### src/rtl/multicycle_sequencer.sv
// Multi-cycle RV32I control sequencer. It steps through fetch, decode, execute, memory and writeback.
// It issues one-cycle phase strobes, counts retired instructions and traps on a memory timeout or an illegal opcode.
module multicycle_sequencer #(
  parameter int DATA_WIDTH     = 32,
  parameter int TIMEOUT_CYCLES = 16
) (
  input  logic                  clk,
  input  logic                  rst,
  input  logic                  imem_ack,
  input  logic                  dmem_ack,
  input  logic                  Load,
  input  logic                  Store,
  input  logic                  Branch,
  input  logic                  next_sel,
  input  logic                  branch_result,
  input  logic                  reg_write_req,
  input  logic                  illegal_instr,
  output logic                  imem_req,
  output logic                  ir_load,
  output logic                  dmem_req,
  output logic                  dmem_we,
  output logic                  rf_we,
  output logic                  pc_we,
  output logic                  pc_sel,
  output logic                  busy,
  output logic                  trap,
  output logic [DATA_WIDTH-1:0] instret,
  output logic [2:0]            state_o
);

  typedef enum logic [2:0] {
    S_IDLE      = 3'd0,
    S_FETCH     = 3'd1,
    S_DECODE    = 3'd2,
    S_EXECUTE   = 3'd3,
    S_MEM       = 3'd4,
    S_WRITEBACK = 3'd5,
    S_TRAP      = 3'd7
  } state_t;

  localparam int CW = (TIMEOUT_CYCLES > 2) ? $clog2(TIMEOUT_CYCLES) : 1;
  localparam logic [CW-1:0] WAIT_LAST = CW'(TIMEOUT_CYCLES - 1);

  state_t                  state_reg, state_next;
  logic [CW-1:0]           wait_reg, wait_next;
  logic [DATA_WIDTH-1:0]   instret_reg, instret_next;

  always_ff @(posedge clk) begin
    if (rst) begin
      state_reg   <= S_IDLE;
      wait_reg    <= '0;
      instret_reg <= '0;
    end else begin
      state_reg   <= state_next;
      wait_reg    <= wait_next;
      instret_reg <= instret_next;
    end
  end

  // The wait counter is zero everywhere except during an unacknowledged memory wait.
  // This makes it clear automatically on entry to FETCH and MEM.
  always_comb begin
    state_next   = state_reg;
    wait_next    = '0;
    instret_next = instret_reg;
    imem_req     = 1'b0;
    ir_load      = 1'b0;
    dmem_req     = 1'b0;
    dmem_we      = 1'b0;
    rf_we        = 1'b0;
    pc_we        = 1'b0;
    pc_sel       = 1'b0;
    busy         = 1'b0;
    trap         = 1'b0;
    case (state_reg)
      S_IDLE: state_next = S_FETCH;
      S_FETCH: begin
        busy     = 1'b1;
        imem_req = 1'b1;
        if (imem_ack) begin
          ir_load    = 1'b1;
          state_next = S_DECODE;
        end else if (wait_reg == WAIT_LAST) begin
          state_next = S_TRAP;
        end else begin
          wait_next = wait_reg + CW'(1);
        end
      end
      S_DECODE: begin
        busy       = 1'b1;
        state_next = illegal_instr ? S_TRAP : S_EXECUTE;
      end
      S_EXECUTE: begin
        busy       = 1'b1;
        state_next = (Load | Store) ? S_MEM : S_WRITEBACK;
      end
      S_MEM: begin
        busy     = 1'b1;
        dmem_req = 1'b1;
        dmem_we  = Store & ~Load;
        if (dmem_ack) begin
          state_next = S_WRITEBACK;
        end else if (wait_reg == WAIT_LAST) begin
          state_next = S_TRAP;
        end else begin
          wait_next = wait_reg + CW'(1);
        end
      end
      S_WRITEBACK: begin
        busy         = 1'b1;
        pc_we        = 1'b1;
        rf_we        = reg_write_req & ~Store & ~Branch;
        pc_sel       = next_sel | (Branch & branch_result);
        instret_next = instret_reg + DATA_WIDTH'(1);
        state_next   = S_FETCH;
      end
      S_TRAP: trap = 1'b1;
      default: state_next = S_TRAP;
    endcase
  end

  assign instret = instret_reg;
  assign state_o = state_reg;

endmodule
### config.mk
export PLATFORM = sky130hd
export DESIGN_NAME = multicycle_sequencer
export DESIGN_NICKNAME = d
export VERILOG_FILES = /design/src/rtl/multicycle_sequencer.sv
export SDC_FILE = /design/constraint.sdc
export NUM_CORES = 1
export LEC_CHECK = 0
export CORE_ASPECT_RATIO = 1.5
export CORE_UTILIZATION = 48
export CTS_BUF_LIST = sky130_fd_sc_hd__clkbuf_16
export DETAILED_ROUTE_END_ITERATION = 12
export GPL_ROUTABILITY_DRIVEN = 0
export HOLD_SLACK_MARGIN = 0.06
export PLACE_DENSITY_LB_ADDON = 0.15
export RECOVER_POWER = 100
export SLEW_MARGIN = 20
export SYNTH_ARGS = -nofsm -noshare
export SYNTH_HDL_FRONTEND = slang
export SYNTH_SLANG_ARGS = --single-unit
### constraint.sdc
create_clock -name clk -period 2.7 [get_ports clk]
set_clock_uncertainty 0.05 [all_clocks]
set_input_delay 0.405 -clock clk [delete_from_list [all_inputs] [get_ports clk]]
set_output_delay 0.405 -clock clk [all_outputs]
set_load 0.005 [all_outputs]
==> impl_metrics.py, run 1 <==
metrics = {
    "run_status": {
        "run_status": "completed",
    },
    "grt": {
        "grt_pass1_vias": 1711,
        "grt-ovfl-total": 0,
        "antenna_found_initial": 0,
        "grt_max_degree": 27,
        "groute.usage.overall_pct": 22.9,
        "grt_pass1_wl_um": 7470,
    },
    "critical_path": {
        "crit_fanout": 13,
        "crit_path_start_kind": "flip-flop",
        "max_stage_delay_ps": 600,
        "cp.arrival_ps": 1930,
        "cpMaxStageDelayCell": "dlygate4sd3_1",
        "cp.required_ps": 2250,
        "crit_type": "flip-flop to output port",
        "end_kind": "output port",
        "crit_chain": "buf_4 > inv_1 > nand3_1 > nor4b_1 > dlygate4sd3_1",
    },
    "sta": {
        "fin_tns_setup_ps": 0,
        "worst_pin_slew_ps": 494,
        "worst_slack_ps": 317,
        "setup_viol": 0,
        "hold_violations": 0,
        "grt_setup_unrepaired": "no",
        "slew_headroom_pct": 67.1,
        "fin_hold_ws_ps": 415,
        "fin_crit_sh_pct": 88.3,
        "fmax_ghz": 0.420,
        "finalCriticalPeriod_ps": 2380,
        "slew_viol_final": 0,
    },
    "logic_synthesis": {
        "async_flop_share_pct": 0,
        "synth_top_area_share_pct": 39.3,
        "syn-num-nets": 247,
        "ys_seq_area_share_pct": 39.3,
        "synth_edf_count": 0,
        "synth-seq-cells": 39,
        "synth_ff_type": "dfxtp_1",
        "synth_top_cell_by_area": "dfxtp_1",
        "yosysWarnings": 0,
        "synth_area_sq_um": 1980,
        "yosys-top-cells-area": "dfxtp_1, a21oi_1, or4_1",
        "syn_inst": 234,
        "synth.distinct_cells": 39,
        "avgSynthCellArea_sq_um": 8.48,
    },
    "clock_network": {
        "h-tree-depth": 2,
        "clk_pin_slew_ps": 50,
        "clock_latency_ps": 280,
        "cts_root_buf": "clkbuf_16",
        "cts.path.max_buffers": 2,
        "cts_hold_buf": 0,
        "numClockSinks": 39,
        "post_cts_resized": 0,
        "cts_tree": "built",
        "cts_setup_buffers": 0,
        "cts-buffers-inserted": 5,
    },
    "cells_and_area": {
        "final-seq-area_sq_um": 781,
        "antenna_cells": 0,
        "final_common_cell": "dlygate4sd3_1",
        "layout_common_cells": "dlygate4sd3_1, dfxtp_1, a21oi_1, nor2_1, or4_1",
        "largest_reg_flops": 32,
        "drive_above_1_share_pct": 4.55,
        "multiInputGateArea_sq_um": 1070,
        "stdcell_count": 331,
        "final_area_sq_um": 2650,
        "n_fill_cell": 341,
        "nets": 299,
        "area_growth_pct": 33.7,
    },
    "power": {
        "leakage_nw": 1.00,
        "ir_drop_v": 0.000586,
        "p_per_area_nw_per_um2": 480,
    },
    "place": {
        "io_buffers": 54,
        "placed_cells": 324,
        "place_area_sq_um": 2540,
        "place_ws_ps": 365,
        "hpwl_um": 3330,
    },
    "floorplanning": {
        "die_x_um": 54.5,
        "start_util_pct": 50.1,
        "pin_count": 55,
        "die_area_sq_um": 4400,
        "fp.dieH_um": 80.7,
        "coreArea_sq_um": 3960,
        "fp-row-count": 28,
    },
    "min_path": {
        "worstHoldPathType": "flip-flop to flip-flop",
    },
    "detailed_routing": {
        "routed_wl_um": 4660,
        "drt_iter0_markers": 53,
        "wire_per_inst_um": 14.1,
        "dr.pass1.iters": 4,
        "vias": 1941,
        "viasPerCell": 5.86,
        "ant_nets": 0,
        "drcViolationCount": 0,
    },
    "job": {
        "cap_violations": 0,
    },
}
## routing by layer
layer | GRT usage, % | wire (um) | vias to the layer above | share of wire [%]
li1 | - | - | 968 | -
met1 | 26.6 | 1950 | 908 | 42
met2 | 38.0 | 2400 | 60 | 51
met3 | 6.37 | 232 | 5 | 5.0
met4 | 10.0 | 79 | 0 | 1.7
met5 | 0 | 0 | - | 0
## final timing paths
path               startpoint     endpoint  slack (ps)  cells past startpoint
setup / recovery   state_o[1]        rf_we         320                      5
hold / removal    wait_reg[0]  wait_reg[0]         420                      1
hold reg to reg   wait_reg[0]  wait_reg[0]         420                      1
setup reg to reg   instret[7]  instret[25]         330                      4
## report_power, final
group	internal [mW]	total (mW)	leakage (nW)	switching, mW
Sequential	0.585	0.591	0.315	0.00585
Clock	0.332	0.549	0.0671	0.217
Combinational	0.0710	0.134	0.621	0.0629
## stage by stage
step	utilization [%]	total power, mW
floorplan	-	0.672
global placement	64.2	0.744
detailed placement	64.2	0.745
CTS	67.6	1.29
global route	67.0	1.32
finish	67.0	1.27
## kinds of logic (layout without fill, tap and decap cells)
family | Yosys count | count (layout) | share of synthesized area (%)
simple gates | 106 | 106 | 31.9
compound gates | 50 | 50 | 15.1
flops | 39 | 39 | 39.3
buf+inv | 22 | 74 | 5.61
xor+xnor | 14 | 14 | 6.18
fa+ha+maj | 2 | 2 | 1.26
mux | 1 | 1 | 0.567
## layout make-up
| class | instances | share of cell area (%) |
|---|---|---|
| clock buffers | 5 | 4.72 |
| clock inverters | 2 | 0.330 |
| repair buffers | 60 | 21.9 |
| well taps | 45 | 2.12 |
| multi-input cells | 173 | 40.5 |
| flip-flops and latches | 39 | 29.4 |
| inverters | 7 | 0.991 |
## cell usage after synthesis (7+ instances only)
cell,instances
xnor2_1,7
inv_1,7
o31ai_1,14
dfxtp_1,39
a21oi_1,26
clkbuf_1,9
nand4_1,9
xor2_1,7
nand2_1,15
nand3_1,11
nor2_1,19
or4_1,17
## critical path: cells and delay by family (launching register included)
kind                   cells  cell delay, ps
AND/OR/NAND/NOR            2             480
flip-flops                 1             300
buffers and inverters      3             860
Power figures use the tool's default switching activity.
==> run 2, diff against run 1 <==
--- a/config.mk
+++ b/config.mk
@@ -5,6 +5,8 @@
 export SDC_FILE = /design/constraint.sdc
 export NUM_CORES = 1
 export LEC_CHECK = 0
+export ABC_CLOCK_PERIOD_IN_PS = 2700
+export CAP_MARGIN = 20
 export CORE_ASPECT_RATIO = 1.5
 export CORE_UTILIZATION = 48
 export CTS_BUF_LIST = sky130_fd_sc_hd__clkbuf_16
==> results of run 2 <==
Final layout, timing and power as in run 1 (identical DEF).
